<file path="src/rtl/mc_ctrl_pkg.sv">
// Shared types and encodings for the multi-cycle MIPS control unit.
package mc_ctrl_pkg;

  typedef enum logic [2:0] {
    S_FETCH, S_DECODE, S_EXEC, S_MEM, S_WB, S_BRANCH, S_JUMP, S_MDU
  } state_t;

  // C_NOP must stay first so an all-zero register reads as NOP.
  typedef enum logic [4:0] {
    C_NOP, C_ADDU, C_SUBU, C_JR, C_MULT, C_MULTU, C_DIV, C_DIVU, C_MFHI,
    C_MFLO, C_ORI, C_LW, C_SW, C_LUI, C_BEQ, C_JAL, C_ADDIU, C_J
  } cls_t;

  localparam logic [5:0] OP_RTYPE = 6'h00, OP_J   = 6'h02, OP_JAL = 6'h03,
                         OP_BEQ   = 6'h04, OP_ADDIU = 6'h09, OP_ORI = 6'h0D,
                         OP_LUI   = 6'h0F, OP_LW  = 6'h23, OP_SW  = 6'h2B;

  localparam logic [5:0] FN_JR   = 6'h08, FN_MFHI = 6'h10, FN_MFLO = 6'h12,
                         FN_MULT = 6'h18, FN_MULTU = 6'h19, FN_DIV = 6'h1A,
                         FN_DIVU = 6'h1B, FN_ADDU = 6'h21, FN_SUBU = 6'h23;

  localparam logic [3:0] ALU_ADD = 4'b0000, ALU_SUB = 4'b0001,
                         ALU_OR  = 4'b0011, ALU_LUI = 4'b0101;

  localparam logic [1:0] NPC_PC4 = 2'd0, NPC_BR = 2'd1, NPC_JMP = 2'd2, NPC_RS = 2'd3;
  localparam logic [1:0] RD_RT = 2'd0, RD_RD = 2'd1, RD_RA = 2'd2;
  localparam logic [1:0] RI_ALU = 2'd0, RI_MEM = 2'd1, RI_PC4 = 2'd2, RI_HILO = 2'd3;

  typedef struct packed {
    cls_t       cls;
    logic [3:0] aluop;
    logic       siext;
    logic       alusrc2;
    logic [1:0] mduop;
  } dec_t;

  function automatic logic is_mdu(input cls_t c);
    return c inside {C_MULT, C_MULTU, C_DIV, C_DIVU};
  endfunction

endpackage

</file>
<file path="src/rtl/mc_decode.sv">
// Combinational instruction decode: class plus the ALU/MDU attributes of that class.
module mc_decode
  import mc_ctrl_pkg::*;
(
  input  logic [31:0] instr,
  output dec_t        dec
);

  logic [5:0] opcode, funct;
  cls_t       cls;

  assign opcode = instr[31:26];
  assign funct  = instr[5:0];

  always_comb begin
    cls = C_NOP;
    case (opcode)
      OP_RTYPE: begin
        case (funct)
          FN_ADDU:  cls = C_ADDU;
          FN_SUBU:  cls = C_SUBU;
          FN_JR:    cls = C_JR;
          FN_MULT:  cls = C_MULT;
          FN_MULTU: cls = C_MULTU;
          FN_DIV:   cls = C_DIV;
          FN_DIVU:  cls = C_DIVU;
          FN_MFHI:  cls = C_MFHI;
          FN_MFLO:  cls = C_MFLO;
          default:  cls = C_NOP;
        endcase
      end
      OP_J:     cls = C_J;
      OP_JAL:   cls = C_JAL;
      OP_BEQ:   cls = C_BEQ;
      OP_ADDIU: cls = C_ADDIU;
      OP_ORI:   cls = C_ORI;
      OP_LUI:   cls = C_LUI;
      OP_LW:    cls = C_LW;
      OP_SW:    cls = C_SW;
      default:  cls = C_NOP;
    endcase
  end

  always_comb begin
    dec     = '0;
    dec.cls = cls;
    case (cls)
      C_SUBU:            dec.aluop = ALU_SUB;
      C_ORI:   begin dec.aluop = ALU_OR;  dec.alusrc2 = 1'b1; end
      C_LUI:   begin dec.aluop = ALU_LUI; dec.alusrc2 = 1'b1; end
      C_ADDIU, C_LW, C_SW: begin
        dec.aluop   = ALU_ADD;
        dec.alusrc2 = 1'b1;
        dec.siext   = 1'b1;
      end
      C_MULT:  dec.mduop = 2'd0;
      C_MULTU: dec.mduop = 2'd1;
      C_DIV:   dec.mduop = 2'd2;
      C_DIVU:  dec.mduop = 2'd3;
      default: ;
    endcase
  end

endmodule

</file>
<file path="src/rtl/mc_controller.sv">
// Multi-cycle control FSM: latches the decoded class in DECODE and sequences
// FETCH/DECODE/EXEC/MEM/WB plus branch, jump and iterative MDU wait states.
module mc_controller
  import mc_ctrl_pkg::*;
#(
  parameter int MULT_CYCLES = 5,
  parameter int DIV_CYCLES  = 10,
  parameter int CNT_W       = 4
) (
  input  logic        clk,
  input  logic        reset,
  input  logic [31:0] instr,
  input  logic        zero,
  output logic        pcWrite,
  output logic        irWrite,
  output logic [1:0]  npcSel,
  output logic        regWrite,
  output logic [1:0]  regDst,
  output logic [1:0]  regIn,
  output logic        siExt,
  output logic        ALUSrc2,
  output logic [3:0]  ALUOP,
  output logic        memWrite,
  output logic        mduStart,
  output logic [1:0]  mduOp,
  output logic        hiloSel,
  output logic        hiloWrite,
  output logic        busy
);

  localparam logic [CNT_W-1:0] MULT_LD = CNT_W'(MULT_CYCLES - 1);
  localparam logic [CNT_W-1:0] DIV_LD  = CNT_W'(DIV_CYCLES - 1);

  state_t           state, nstate;
  dec_t             dec_live, dec_q;
  logic [CNT_W-1:0] cnt;
  logic             mdu_first;
  logic             mdu_enter;

  mc_decode u_decode (.instr(instr), .dec(dec_live));

  assign mdu_enter = (state == S_DECODE) && is_mdu(dec_live.cls);

  always_ff @(posedge clk) begin
    if (reset) state <= S_FETCH;
    else       state <= nstate;
  end

  // Counter is loaded on the way into MDU so the entry cycle already sees
  // latency-1, letting a 1-cycle latency start and finish together.
  always_ff @(posedge clk) begin
    if (reset) begin
      dec_q     <= '0;
      cnt       <= '0;
      mdu_first <= 1'b0;
    end else begin
      mdu_first <= mdu_enter;
      if (state == S_DECODE) dec_q <= dec_live;
      if (mdu_enter)
        cnt <= (dec_live.cls inside {C_MULT, C_MULTU}) ? MULT_LD : DIV_LD;
      else if (state == S_MDU && cnt != '0)
        cnt <= cnt - 1'b1;
    end
  end

  always_comb begin
    nstate = state;
    case (state)
      S_FETCH:  nstate = S_DECODE;
      S_DECODE: begin
        if (dec_live.cls inside {C_J, C_JAL, C_JR}) nstate = S_JUMP;
        else if (dec_live.cls == C_BEQ)             nstate = S_BRANCH;
        else if (is_mdu(dec_live.cls))              nstate = S_MDU;
        else if (dec_live.cls == C_NOP)             nstate = S_FETCH;
        else                                        nstate = S_EXEC;
      end
      S_EXEC:   nstate = (dec_q.cls inside {C_LW, C_SW}) ? S_MEM : S_WB;
      S_MEM:    nstate = (dec_q.cls == C_LW) ? S_WB : S_FETCH;
      S_WB, S_BRANCH, S_JUMP: nstate = S_FETCH;
      S_MDU:    nstate = (cnt == '0) ? S_FETCH : S_MDU;
      default:  nstate = S_FETCH;
    endcase
  end

  always_comb begin
    pcWrite = 1'b0; irWrite = 1'b0; npcSel = NPC_PC4; regWrite = 1'b0;
    regDst = RD_RT; regIn = RI_ALU; siExt = 1'b0; ALUSrc2 = 1'b0;
    ALUOP = ALU_ADD; memWrite = 1'b0; mduStart = 1'b0; mduOp = 2'd0;
    hiloSel = 1'b0; hiloWrite = 1'b0; busy = 1'b0;
    case (state)
      S_FETCH: begin
        irWrite = 1'b1;
        pcWrite = 1'b1;
      end
      S_EXEC: begin
        ALUOP   = dec_q.aluop;
        ALUSrc2 = dec_q.alusrc2;
        siExt   = dec_q.siext;
      end
      S_MEM: memWrite = (dec_q.cls == C_SW);
      S_WB: begin
        regWrite = 1'b1;
        regDst   = (dec_q.cls inside {C_ADDU, C_SUBU, C_MFHI, C_MFLO}) ? RD_RD : RD_RT;
        if (dec_q.cls == C_LW)                          regIn = RI_MEM;
        else if (dec_q.cls inside {C_MFHI, C_MFLO})     regIn = RI_HILO;
        hiloSel  = (dec_q.cls == C_MFHI);
      end
      S_BRANCH: begin
        ALUOP   = ALU_SUB;
        siExt   = 1'b1;
        npcSel  = NPC_BR;
        pcWrite = zero;
      end
      S_JUMP: begin
        pcWrite = 1'b1;
        npcSel  = (dec_q.cls == C_JR) ? NPC_RS : NPC_JMP;
        if (dec_q.cls == C_JAL) begin
          regWrite = 1'b1;
          regDst   = RD_RA;
          regIn    = RI_PC4;
        end
      end
      S_MDU: begin
        busy      = 1'b1;
        mduOp     = dec_q.mduop;
        mduStart  = mdu_first;
        hiloWrite = (cnt == '0);
      end
      default: ;
    endcase
  end

endmodule

</file>
<file path="config.mk">
export PLATFORM = sky130hd
export DESIGN_NAME = mc_controller
export DESIGN_NICKNAME = d
export VERILOG_FILES = /design/src/rtl/mc_ctrl_pkg.sv /design/src/rtl/mc_decode.sv /design/src/rtl/mc_controller.sv
export SDC_FILE = /design/constraint.sdc
export NUM_CORES = 1
export LEC_CHECK = 0
export CAP_MARGIN = 15
export CELL_PAD_IN_SITES_DETAIL_PLACEMENT = 0
export CELL_PAD_IN_SITES_GLOBAL_PLACEMENT = 1
export CORE_MARGIN = 2
export CORE_UTILIZATION = 34
export DETAILED_ROUTE_END_ITERATION = 7
export GPL_ROUTABILITY_DRIVEN = 0
export GPL_TIMING_DRIVEN = 0
export HOLD_SLACK_MARGIN = 0.03
export PLACE_DENSITY = 0.93
export SLEW_MARGIN = 5
export SYNTH_ARGS = -nofsm -noshare
export SYNTH_HDL_FRONTEND = slang
export SYNTH_HIERARCHICAL = 1
export SYNTH_SLANG_ARGS = --single-unit
</file>
<file path="constraint.sdc">
create_clock -name clk -period 3.8 [get_ports clk]
set_input_delay 0.38 -clock clk [delete_from_list [all_inputs] [get_ports clk]]
set_output_delay 0.38 -clock clk [all_outputs]
set_load 0.1 [all_outputs]
</file>
# After elaboration in Yosys (flattened, before gate mapping)
# Index checks and enable logic that the tools add are counted.
[classes]
addsub = 1
n_mux = 38
eq_ne = 46
n_reduce_logical = 18
[op_table]
columns = ["cell", "n"]
rows = [
  ["5-bit by 4-bit == test with 1-bit output (second input constant)", 11],
  ["5-bit one-hot mux with 9 select lines", 1],
  ["6-bit by 5-bit == test with 1-bit output (second input constant)", 6],
  ["4-bit one-hot mux with 9 select lines", 1],
  ["6-bit by 4-bit == test with 1-bit output (second input constant)", 4],
  ["6-bit == test (second input constant)", 4],
  ["5-bit by 2-bit == test with 1-bit output (second input constant)", 4],
  ["5-bit by 3-bit == test with 1-bit output (second input constant)", 4],
  ["3-bit 2-to-1 mux", 6],
  ["3-bit one-hot mux with 6 select lines", 1],
  ["3-bit == test (second input constant)", 4],
  ["6-bit by 2-bit == test with 1-bit output (second input constant)", 2],
  ["1-bit 2-to-1 mux", 12],
  ["4-bit 2-to-1 mux", 3],
  ["2-bit one-hot mux with 2 select lines", 3],
  ["4-bit nonzero test", 3],
  ["5-bit == test (second input constant)", 2],
  ["2-bit 2-to-1 mux", 5],
  ["3-bit one-hot mux with 3 select lines", 1],
  ["4-bit one-hot mux with 2 select lines", 1],
  ["2-bit nonzero test", 4],
  ["3-bit by 2-bit == test with 1-bit output (second input constant)", 2],
  ["6-bit by 3-bit == test with 1-bit output (second input constant)", 1],
  ["6-bit zero test", 1],
  ["13 further kinds", 17],
]
[word_totals]
regBits = 21
input_bits = 35
out_inout_bits = 22

# Logic depth before layout (Yosys ltp)
# Gate-level depths: netlist of the first run.
[depth]
ltp_word = 9
mapped_depth = 11

# By module
# The synthesis of the first run kept the hierarchy.
[by_module_without_submodules]
columns = ["mod", "cells_per_inst", "instances", "area_per_inst_um2"]
rows = [
  ["mc_controller", 160, 1, 1203.7],
  ["mc_decode", 71, 1, 432.9],
]

# Worst setup path after synthesis of the first run
# Ideal clock, no wire load.
[synth_path]
kind = "register to output"
start = "reg dec_q[9] (netlist bit)"
end = "out regDst[0]"
stages_incl_launch_ff = 4
path_buffers = 1
t_arrival_ns = 3.562
path_slack_ns = -0.142
cell_sequence = "dfxtp_1 -> clkbuf_1 -> nor3_1 -> nor4bb_1"
[synth_via]
elab_chain_len = 4
word_cells_on_any_way = 7
[synth_lines]
columns = ["item", "line_no", "rtl"]
rows = [
  ["start: declaration", "mc_controller.sv:35", "dec_t dec_live, dec_q;"],
  ["start signal: assignment", "mc_controller.sv:58", "if (state == S_DECODE) dec_q <= dec_live;"],
  ["5-bit by 1-bit == test with 1-bit output, or another cell as far along", "mc_controller.sv:103", "regDst = (dec_q.cls inside {C_ADDU, C_SUBU, C_MFHI, C_MFLO}) ? RD_RD : RD_RT;"],
  ["4-bit nonzero test (*)", "mc_controller.sv:103", ""],
  ["1-bit 2-to-1 mux (*)", "mc_controller.sv:103", ""],
  ["2-bit one-hot mux with 2 select lines (*)", "mc_controller.sv:90", "case (state)"],
  ["end: declaration", "mc_controller.sv:18", "output logic [1:0] regDst,"],
]
# Every way passes the cells marked *; elsewhere a longest branch is shown, timed or not.

# Worst setup path after layout of the first run
[layout_path]
start = "reg state[1]"
end = "out ALUOP[0]"
[layout_via]
elab_chain_len = 2
word_cells_on_any_way = 3
[layout_lines]
columns = ["item", "line_no", "rtl"]
rows = [
  ["start: declaration", "mc_controller.sv:34", "state_t state, nstate;"],
  ["start signal: assignment", "mc_controller.sv:46", "else state <= nstate;"],
  ["3-bit == test or 3-bit by 2-bit == test with 1-bit output (tied branches)", "mc_controller.sv:90", ""],
  ["4-bit one-hot mux with 2 select lines (*)", "mc_controller.sv:90", ""],
  ["end: declaration", "mc_controller.sv:22", "output logic [3:0] ALUOP,"],
]
# Marked as above.

==> reports/metrics.sh, run 1 <==
RUN_STATUS='finished, final reports clean'
HPWL_UM=3055
SETUP-VIOLATIONS-FINAL=0
GRT_OVERFLOW_TOTAL=0
POST-ROUTE-PERIOD-UTIL=0.8199
CRITICAL-PATH-MAX-STAGE-DELAY_NS=1.13
FIN_HOLD_WS_NS=0.4209
CP-END-KIND='primary output'
CLOCKBUFFERDEPTH=2
SLEW_HEADROOM=0.3406
CTSROOTBUFFERMASTER='sky130_fd_sc_hd__clkbuf_8'
YS_DOMINANT_REG_CELL='sky130_fd_sc_hd__dfxtp_1'
SYNTH.CELL_AREA_UM2=1637
GROUTE.USAGE.OVERALL=0.1562
ASYNC_SR_FLOP_FRACTION=0
WORST-ENDPOINT-REQUIRED_NS=3.42
ROWS=25
TIMING.CRITICAL_PATH.MAX_DELAY_FAMILY='buffers and inverters'
TIMING.CRITICAL_PATH.ARRIVAL_NS=2.74
ANTENNADIODECOUNT=0
DETAILED_ROUTER_ITERATION_COUNT_BEFORE_ANTENNA_REPAIR=4
FINALSETUPTNS_NS=0
SYNTH_WARNINGS=6
DRT_ITER0_MARKERS=70
CTS_TREE='yes'
SLOWEST_STAGE='sky130_fd_sc_hd__clkdlybuf4s50_1'
FIN_UTIL=0.4483
CRITICAL_PATH.N_BUFFERS_INVERTERS=2
FILLERINSTANCES=503
IRDROPWORSTVDD_V=0.0001023
LAYOUT.AREA.SEQ_UM2=420.4
CTS_REPAIR_RESIZE_COUNT=0
FINALCLOCKSKEW_NS=0.002520
WORST-R2R-SETUP-SLACK_NS=2.07
CTS_POST_SETUP_BUFFERS_INSERTED=0
SYNTH_FP_NETS=267
SYNTH_LARGEST_TYPE_AREA_FRACTION=0.2569
COUNT_LEADER_SYNTH='sky130_fd_sc_hd__nand2_1'
YOSYS-TOP-CELLS-COUNT='40 x sky130_fd_sc_hd__nand2_1, 24 x sky130_fd_sc_hd__a21oi_1, 21 x sky130_fd_sc_hd__dfxtp_1'
GRT_PASS1_WL_UM=6796
PIN_COUNT=57
YS_FF_LATCH=21
MAX_CAP_VIOLATIONS=0
SYNTH_TOP_CELLS_BY_AREA='sky130_fd_sc_hd__dfxtp_1 26%, sky130_fd_sc_hd__nand2_1 9.2%, sky130_fd_sc_hd__a21oi_1 7.3%'
REPORT.FINAL.SLEW_VIOL_COUNT=0
SYNTH_EDF_COUNT=0
PLACE_INST=319
TYPE_OF_THE_WORST_SETUP_PATH='reg2out'
POWER.DENSITY_CELL_AREA_nW_PER_UM2=234.1
HOLD_VIOL_FINAL=0
GRT_ANTENNA_BEFORE_REPAIR=0
YOSYSTOPAREACELL='sky130_fd_sc_hd__dfxtp_1'
VIA_COUNT=1711
WL_PER_CELL_UM=12.22
RSZ_0062_RAISED_AFTER_GLOBAL_ROUTING='no'
FIRST_GLOBAL_VIAS=1514
CRIT_PATH_TIME_FINAL_NS=3.116
SYNTHTOLAYOUTAREAGROWTH_PCT=28.52
ROUTED_VIA_DENSITY=5.297
FP.COREAREA_UM2=4692
CELLLEAKAGEPOWER_uW=0.0007729
CLKTRANSATPATHREGS_NS=0.08
INITIAL_UTILIZATION=0.3488
H-TREE-DEPTH=1
CTSHOLDBUFFERS=0
FMAXACHIEVABLE_MHz=320.9
HP-START='instr[28]'
CRIT_PATH_CELL_TRACE='buf_2 -> nand2b_1 -> nor2_1 -> a22o_1 -> clkdlybuf4s50_1'
BUFFER_PORTS.INSERTED=34
MULTI_INPUT_COMB_AREA_UM2=1117
DIE_AREA_UM2=5385
LAYOUTNONFILLERINSTCOUNT=323
FINALWIRELENGTH_UM=3946
TOTAL_NETS_FINAL=306
HOLDCRITPATHCLASS='in2reg'
DIE_H_UM=73.38
CRITPATHLAUNCH='state[1]'
GRT_START_MAX_NET_PINS=13
WORST_FLOP_TO_FLOP_PATH_STARTPOINT='cnt[0]'
FINAL_LAYOUT_SIZE_SUFFIX_GT1_FRAC=0.1041
SYN_AVG_CELL_AREA_UM2=7.085
SYNTH_CELLS=231
REGISTER_AREA_SHARE_AFTER_SYNTHESIS=0.2569
CLK-INSERTION-DELAY-LATE_NS=0.26
SYNTH.LIB_CELLS_USED.DISTINCT=55
CTS-BUFFERS-INSERTED=3
CP_MAX_FO=10
DRC=0
CRITPATHLAUNCHTYPE='flip-flop'
TRANSITION_TIME_OF_THE_TIGHTEST_SLEW_CHECK_PIN_NS=0.9860
DIE_X_UM=73.38
ANT_NETS=0
NUMCLOCKSINKS=21
[kinds of logic (layout without fill, tap and decap cells)]
family	Yosys count	in the layout	share of synthesized area
flops	21	21	0.2569
buf+inv	24	62	0.06804
fa+ha+maj	1	1	0.007644
compound gates	59	59	0.2286
other cells	1	1	0.002291
mux	1	1	0.006116
simple gates	121	121	0.4144
xor+xnor	3	3	0.01606
[placed cells by master, fill, tap and decap left out, drive strengths merged, types with 3 or more instances in the layout]
cell type / n
nand3: 9
a211oi: 3
nand2: 41
nor2b: 6
and3b: 3
clkdlybuf4s50: 34
or3: 3
nor3: 5
o21ai: 6
nor2: 14
inv: 9
a31oi: 5
or2: 4
nor4: 5
and2: 9
buf: 10
a21oi: 24
dfxtp: 21
nand2b: 7
nor3b: 4
clkbuf: 8
o22ai: 3
[through the flow]
stage	power [uW]	worst slack (ns)	cell area, um^2
after global placement	348.3	0.7599	2057
after floorplan	312.7	0.6092	1649
after detailed placement	348.8	0.7239	2057
after CTS	494.0	0.6619	2103
final	492.3	0.6842	2103
after global routing	517.9	0.5138	2103
[final cells by class]
cell class	instances	share of cell area
timing repair buffer	34	0.1618
inverter	9	0.01606
clock inverter	1	0.002380
tap	54	0.03212
sequential	21	0.1999
clock buffer	3	0.01963
buffer	15	0.03688
multi-input combinational	186	0.5312
[path summary, 6_finish.rpt]
path         cells after the start  endpoint
max                              5  ALUOP[0]
min reg2reg                      2  dec_q[2]
max reg2reg                      6    cnt[2]
min                              4  dec_q[3]
[layer usage]
metal	up-vias	share of wire	wire [um]	global-route usage
met5	-	0	0	0
met4	0	0.010	40	0.04242
met3	5	0.029	114	0.01646
met2	33	0.48	1904	0.2763
met1	783	0.48	1886	0.2008
li1	890	-	-	-
[worst register-to-register path: cells and delay by family (launching register included)]
kind,cells,cell delay (ns)
compound gates,1,0.28
fa+ha+maj,1,0.17
simple gates,3,0.79
buf+inv,1,0.06
flops,1,0.33
[where the power goes]
part | internal (uW) | switching, uW
sequential | 224 | 3.52
clock | 73.1 | 75.8
combinational | 43.2 | 73.1
[registers in the layout, indices dropped and copies added, names as in the netlist]
| name | flops |
|---|---|
| dec_q | 13 |
| cnt | 4 |
| state | 3 |
| mdu_first | 1 |
Note: power is estimated with default switching activity, not from simulation.
==> run 2: changes to the inputs <==
CORE_UTILIZATION = 31   (was 34)
PLACE_DENSITY = 0.86   (was 0.93)
clock period = 3.08 ns   (was 3.8 ns; I/O delays follow)
==> run 2 against run 1 <==
  * Largest cell class unchanged
  * Via count grew 0.94%
  * Utilization shrank 3.1 points
  * Non-clock buffer count is the same
  * Flip-flop and latch count is the same
  * Highest routed layer unchanged
==> reports/metrics.sh, run 2 (synthesis results as in run 1) <==
RUN_STATUS='finished, final reports clean'
TIMING.RR.END='mdu_first'
LAYOUT.AREA.SEQ_UM2=420.4
CLK-INSERTION-DELAY-LATE_NS=0.26
DIE_H_UM=76.66
TOTAL_POWER_uW=607.9
SLEW_HEADROOM=0.3475
REG.LARGEST.LIST='dec_q: 13 flops, cnt: 4 flops, state: 3 flops'
DIE_X_UM=76.66
CELLLEAKAGEPOWER_uW=0.0008452
PIN_COUNT=57
CTSHOLDBUFFERS=0
WORST_FLOP_TO_FLOP_PATH_STARTPOINT='state[1]'
HPWL_UM=3216
CLOCKBUFFERDEPTH=2
SETUP-VIOLATIONS-FINAL=0
FINALCLOCKSKEW_NS=0.004724
ROUTED_VIA_DENSITY=5.094
MAX_CAP_VIOLATIONS=0
CRITPATHLAUNCH='dec_q[11]'
LAYOUT_COMMONEST_CELL='sky130_fd_sc_hd__nand2_1'
BUFFER_PORTS.INSERTED=34
REGMOSTFLOPS='dec_q'
CTS_REPAIR_RESIZE_COUNT=6
CTS_TREE='yes'
ROWS=26
P_SWITCHING_uW=188.0
DETAILED_ROUTER_ITERATION_COUNT_BEFORE_ANTENNA_REPAIR=4
CLOCK_NETWORK_POWER_SHARE=0.299
P_INT_uW=419.8
CTSROOTBUFFERMASTER='sky130_fd_sc_hd__clkbuf_8'
SYNTHTOLAYOUTAREAGROWTH_PCT=30.20
CLKTRANSATPATHREGS_NS=0.07
CRIT_PATH_TIME_FINAL_NS=2.913
CTS-BUFFERS-INSERTED=3
TOTAL_NETS_FINAL=306
HOLD_VIOL_FINAL=0
ANTENNADIODECOUNT=0
WL_PER_CELL_UM=12.37
FP.COREAREA_UM2=5107
FIN_HOLD_WS_NS=0.3614
FINAL_LAYOUT_SIZE_SUFFIX_GT1_FRAC=0.1115
TRANSITION_TIME_OF_THE_TIGHTEST_SLEW_CHECK_PIN_NS=0.9757
H-TREE-DEPTH=1
GRT_ANTENNA_BEFORE_REPAIR=0
POST-ROUTE-PERIOD-UTIL=0.9459
GROUTE.USAGE.OVERALL=0.1481
WORST-ENDPOINT-REQUIRED_NS=2.77
ANT_NETS=0
VIA_COUNT=1727
MULTI_INPUT_COMB_AREA_UM2=1127
FF2FF_PATH_DEPTH=5
HOLDCRITPATHCLASS='in2reg'
GRT_START_MAX_NET_PINS=13
TIMING.CRITICAL_PATH.TO='regWrite'
CP-END-KIND='primary output'
NUMCLOCKSINKS=21
GRT_OVERFLOW_TOTAL=0
REPORT.FINAL.SLEW_VIOL_COUNT=0
PRE_CTS_SLACK_NS=0.07409
POWER.DENSITY_CELL_AREA_nW_PER_UM2=285.3
POST-ROUTE-WORST-SETUP-SLACK_NS=0.1665
INITIAL_UTILIZATION=0.3204
POWER_SWITCHING_SHARE=0.3093
FIRST_GLOBAL_VIAS=1598
GRT_PASS1_WL_UM=7355
LAYOUT_COMMON_CELLS='40 x sky130_fd_sc_hd__nand2_1, 26 x sky130_fd_sc_hd__clkdlybuf4s50_1, 24 x sky130_fd_sc_hd__a21oi_1'
FINALWIRELENGTH_UM=4192
WORST-R2R-SETUP-SLACK_NS=1.33
LARGEST_REGISTER_FFS=13
DRC=0
TIMING.CRITICAL_PATH.ARRIVAL_NS=2.61
CP_MAX_FO=5
RSZ_0062_RAISED_AFTER_GLOBAL_ROUTING='no'
SEQUENTIALPOWERSHARE=0.462
FILLERINSTANCES=567
TYPE_OF_THE_WORST_SETUP_PATH='reg2out'
P_COMB_FRAC=0.239
CTS_POST_SETUP_BUFFERS_INSERTED=0
FINALSETUPTNS_NS=0
DRT_ITER0_MARKERS=47
CRITPATHLAUNCHTYPE='flip-flop'
DIE_AREA_UM2=5877
FMAXACHIEVABLE_MHz=343.2
IRDROPWORSTVDD_V=0.0001350
run 2: cell count changes in the layout (fill, tap and decap cells not counted), sizes merged:
cell | before | now
dlygate4sd2 | 0 | 6
clkdlybuf4s50 | 34 | 26
dlymetal6s2s | 0 | 2
run 2: worst min path at each step:
stage              start       end  slack, ns  depth (start not counted)
2_1_floorplan   dec_q[0]  dec_q[0]       0.43                          2
3_3_place_gp    dec_q[7]  dec_q[7]       0.44                          2
3_5_place_dp    dec_q[2]  dec_q[2]       0.45                          2
4_1_cts        instr[28]  dec_q[3]       0.36                          4
5_1_grt        instr[28]  dec_q[3]       0.39                          4
6_report       instr[28]  dec_q[3]       0.36                          4
run 2: cell type report:
type / instances / area share
Multi-Input combinational cell: 186 / 0.5291
Tap cell: 70 / 0.04110
Inverter: 9 / 0.01585
Clock buffer: 3 / 0.01938
Sequential cell: 21 / 0.1973
Timing Repair Buffer: 34 / 0.1585
Clock inverter: 1 / 0.002349
Buffer: 15 / 0.03641
run 2: critical path: stages, from the launching register on:
cell and delay [ns]:
sky130_fd_sc_hd__dfxtp_1 0.41, sky130_fd_sc_hd__nor2b_1 0.31, sky130_fd_sc_hd__and4_1 0.26, sky130_fd_sc_hd__nand2_1 0.06, sky130_fd_sc_hd__a21oi_1 0.17, sky130_fd_sc_hd__clkdlybuf4s50_1 1.14
run 2: stage by stage:
step	instance area, um^2	util	cells
3_3_place_gp	2087	0.4086	335
6_report	2131	0.4172	339
4_1_cts	2126	0.4162	339
5_1_grt	2131	0.4172	339
3_5_place_dp	2087	0.4086	335
2_1_floorplan	1659	-	231
run 2: power groups by stage:
stage               sequential, uW  combinational (uW)  clock (uW)
global placement               287                 144           0
floorplan                      286                 101           0
finish                         281                 145         182
global route                   281                 159         197
CTS                            281                 145         184
detailed placement             287                 145           0
run 2: metal layers:
metal | wire, um | GRT usage | vias to the layer above
met5 | 0 | 0 | -
met4 | 53 | 0.04364 | 0
met3 | 78 | 0.01765 | 4
met2 | 1973 | 0.2605 | 26
met1 | 2086 | 0.1889 | 804
li1 | - | - | 893
==> run 3: changes to the inputs <==
PLACE_DENSITY = 0.87   (was 0.86)
SLEW_MARGIN = 20   (was 5)
SYNTH_HIERARCHICAL = unset   (was 1)
==> run 3 against run 2 <==
  * Clock skew about the same
  * Wire length up 1.2%
  * Maximum frequency down 0.59%
  * Worst hold slack gained 0.094 ns
  * Flip-flop and latch count decreased by 1
  * Register-to-register slack got worse by 0.36 ns
  * Die area down 3.5%
  * Highest routed layer unchanged
==> reports/metrics.sh, run 3 <==
FP.COREAREA_UM2=4817
SETUP-VIOLATIONS-FINAL=0
DIE_H_UM=75.31
CTSHOLDBUFFERS=0
WORST-ENDPOINT-REQUIRED_NS=2.77
SYNTH_TOP_CELLS_BY_AREA='sky130_fd_sc_hd__dfxtp_1 25%, sky130_fd_sc_hd__nor2_1 6.4%, sky130_fd_sc_hd__nand2_1 5.0%'
ROWS=25
H-TREE-DEPTH=1
WL_PER_CELL_UM=12.90
SYNTH.CELL_AREA_UM2=1577
CRITPATHLAUNCHTYPE='flip-flop'
SYNTH_LARGEST_TYPE_AREA_FRACTION=0.2540
NUMCLOCKSINKS=20
CLK-INSERTION-DELAY-LATE_NS=0.26
SYNTH.LIB_CELLS_USED.DISTINCT=53
CTS_TREE='yes'
COUNT_LEADER_SYNTH='sky130_fd_sc_hd__nor2_1'
CTS-BUFFERS-INSERTED=3
SLEW_HEADROOM=0.3491
GRT_ANTENNA_BEFORE_REPAIR=0
LAYOUT_COMMONEST_CELL='sky130_fd_sc_hd__nor2_1'
TOTAL_NETS_FINAL=299
PRE_CTS_SLACK_NS=0.2432
ANTENNADIODECOUNT=0
YS_FF_LATCH=20
FINALSETUPTNS_NS=0
TIMING.CRITICAL_PATH.MAX_DELAY_FAMILY='buffers and inverters'
YOSYS-TOP-CELLS-COUNT='27 x sky130_fd_sc_hd__nor2_1, 21 x sky130_fd_sc_hd__nand2_1, 20 x sky130_fd_sc_hd__dfxtp_1'
SYN_AVG_CELL_AREA_UM2=7.007
FIRST_GLOBAL_VIAS=1474
LAYOUTNONFILLERINSTCOUNT=329
REGISTER_AREA_SHARE_AFTER_SYNTHESIS=0.2540
CP_MAX_FO=10
LARGEST_REGISTER_FFS=12
FINALWIRELENGTH_UM=4244
FIN_HOLD_WS_NS=0.4550
ROUTED_VIA_DENSITY=5.195
POWER.DENSITY_CELL_AREA_nW_PER_UM2=343.2
RSZ_0062_RAISED_AFTER_GLOBAL_ROUTING='no'
FINAL_LAYOUT_SIZE_SUFFIX_GT1_FRAC=0.05725
IRDROPWORSTVDD_V=0.0001611
HOLDCRITPATHCLASS='reg2reg'
SYNTH_CELLS=225
TIMING.RR.END='cnt[3]'
FINALCLOCKSKEW_NS=0.004521
CRITICAL-PATH-MAX-STAGE-DELAY_NS=1.14
DETAILED_PLACE.AREA_UM2=2012
MULTI_INPUT_COMB_AREA_UM2=1092
REG.LARGEST.LIST='dec_q: 12 flops, cnt: 4 flops, state: 3 flops'
YS_DOMINANT_REG_CELL='sky130_fd_sc_hd__dfxtp_1'
FMAXACHIEVABLE_MHz=341.2
STDCELL_AREA_UM2=2087
WORST_FLOP_TO_FLOP_PATH_STARTPOINT='state[2]'
GRT_OVERFLOW_TOTAL=0
LAYOUT.AREA.SEQ_UM2=400.4
FILLERINSTANCES=522
BUFFER_PORTS.INSERTED=33
POST-ROUTE-WORST-SETUP-SLACK_NS=0.1492
CRIT_PATH_CELL_TRACE='clkbuf_1 -> nor3b_4 -> and3_1 -> a21oi_1 -> nor2_1 -> clkdlybuf4s50_1'
TYPE_OF_THE_WORST_SETUP_PATH='reg2out'
GROUTE.USAGE.OVERALL=0.1557
YOSYSTOPAREACELL='sky130_fd_sc_hd__dfxtp_1'
VIA_COUNT=1709
CLKTRANSATPATHREGS_NS=0.08
SYNTHTOLAYOUTAREAGROWTH_PCT=32.38
CTS_POST_SETUP_BUFFERS_INSERTED=0
DIE_AREA_UM2=5672
LAYOUT_COMMON_CELLS='27 x sky130_fd_sc_hd__nor2_1, 24 x sky130_fd_sc_hd__clkdlybuf4s50_1, 21 x sky130_fd_sc_hd__nand2_1'
CTSROOTBUFFERMASTER='sky130_fd_sc_hd__clkbuf_8'
CP-END-KIND='primary output'
ANT_NETS=0
TIMING.CRITICAL_PATH.ARRIVAL_NS=2.62
DETAILED_ROUTER_ITERATION_COUNT_BEFORE_ANTENNA_REPAIR=4
SLOWEST_STAGE='sky130_fd_sc_hd__clkdlybuf4s50_1'
CRITICAL_PATH.N_BUFFERS_INVERTERS=2
CRITPATHLAUNCH='state[0]'
DRT_ITER0_MARKERS=61
REGMOSTFLOPS='dec_q'
CELLLEAKAGEPOWER_uW=0.0008419
CLOCKBUFFERDEPTH=2
MAX_CAP_VIOLATIONS=0
SYNTH_WARNINGS=0
SYNTH_FP_NETS=261
TRANSITION_TIME_OF_THE_TIGHTEST_SLEW_CHECK_PIN_NS=0.9748
SYNTH_EDF_COUNT=0
DIE_X_UM=75.31
PATH_DEPTH=6
FF2FF_PATH_DEPTH=7
HPWL_UM=3268
DRC=0
TIMING.CRITICAL_PATH.TO='regIn[1]'
POST-ROUTE-PERIOD-UTIL=0.9516
GRT_PASS1_WL_UM=6934
CRIT_PATH_TIME_FINAL_NS=2.931
HOLD_VIOL_FINAL=0
WORST-R2R-SETUP-SLACK_NS=0.97
GRT_START_MAX_NET_PINS=13
REPORT.FINAL.SLEW_VIOL_COUNT=0
PIN_COUNT=57
RUN_STATUS='finished, final reports clean'
INITIAL_UTILIZATION=0.3273
ASYNC_SR_FLOP_FRACTION=0
PLACE_INST=325
==> run 3: worst register-to-register path, stage by stage, from the launching register on <==
cell and delay (ns):
sky130_fd_sc_hd__dfxtp_1 0.30, sky130_fd_sc_hd__buf_2 0.19, sky130_fd_sc_hd__and3_1 0.20, sky130_fd_sc_hd__clkbuf_1 0.20, sky130_fd_sc_hd__a21boi_1 0.54, sky130_fd_sc_hd__nand2_1 0.15, sky130_fd_sc_hd__or2_2 0.31, sky130_fd_sc_hd__a31oi_1 0.16
==> run 3: worst min path at each step <==
| stage | slack [ns] | cells past startpoint | start | endpoint |
|---|---|---|---|---|
| 2_1_floorplan | 0.43 | 2 | dec_q[1] | dec_q[1] |
| 3_3_place_gp | 0.44 | 2 | dec_q[6] | dec_q[6] |
| 3_5_place_dp | 0.45 | 2 | dec_q[1] | dec_q[1] |
| 4_1_cts | 0.46 | 2 | dec_q[1] | dec_q[1] |
| 5_1_grt | 0.48 | 2 | dec_q[1] | dec_q[1] |
| 6_report | 0.46 | 2 | dec_q[1] | dec_q[1] |
==> run 3: metrics by stage <==
stage / total power (uW) / util
after global routing: 751.2 / 0.4332
after detailed placement: 456.6 / 0.4177
after floorplan: 403.4 / -
final: 716.3 / 0.4332
after CTS: 718.6 / 0.4312
after global placement: 454.8 / 0.4177
==> run 3: final cells by class <==
class	instances	share of cell area
Clock buffer	3	0.01978
Buffer	19	0.03777
Sequential cell	20	0.1918
Multi-Input combinational cell	179	0.5234
Tap cell	67	0.04017
Inverter	7	0.01259
Clock inverter	1	0.01439
Timing Repair Buffer	33	0.1601
==> run 3: power breakdown <==
part	total [uW]	internal, uW	switching, uW
Combinational	176	60.4	116
Sequential	275	269	6.71
Clock	265	174	91.3
==> run 3: kinds of logic (layout without fill, tap and decap cells) <==
group                      after synthesis  count (layout)  share of synthesized area
and+or+nand+nor                        114             114                     0.3968
DFF                                     20              20                     0.2540
other                                    1               1                   0.002379
xor gates and xnor gates                 4               4                    0.02223
AOI/OAI and AO/OA                       59              59                     0.2500
adders and majority gates                1               1                   0.007935
buffers and inverters                   26              63                    0.06667
==> run 3: repair_timing <==
| item | CTS | global route |
|---|---|---|
| pin swaps | 0 | 0 |
| setup endpoints to repair | 5 | 4 |
| gates resized for setup | 5 | 4 |
| hold endpoints to repair | 0 | 0 |
| cloned | 0 | 0 |
==> run 3: metal layers <==
layer	wire length [um]	part of all wire	up-vias	track usage
met5	0	0	-	0
met4	18	0.0042	0	0.02924
met3	225	0.053	3	0.01587
met2	1896	0.45	51	0.2522
met1	2104	0.50	771	0.2267
li1	-	-	884	-
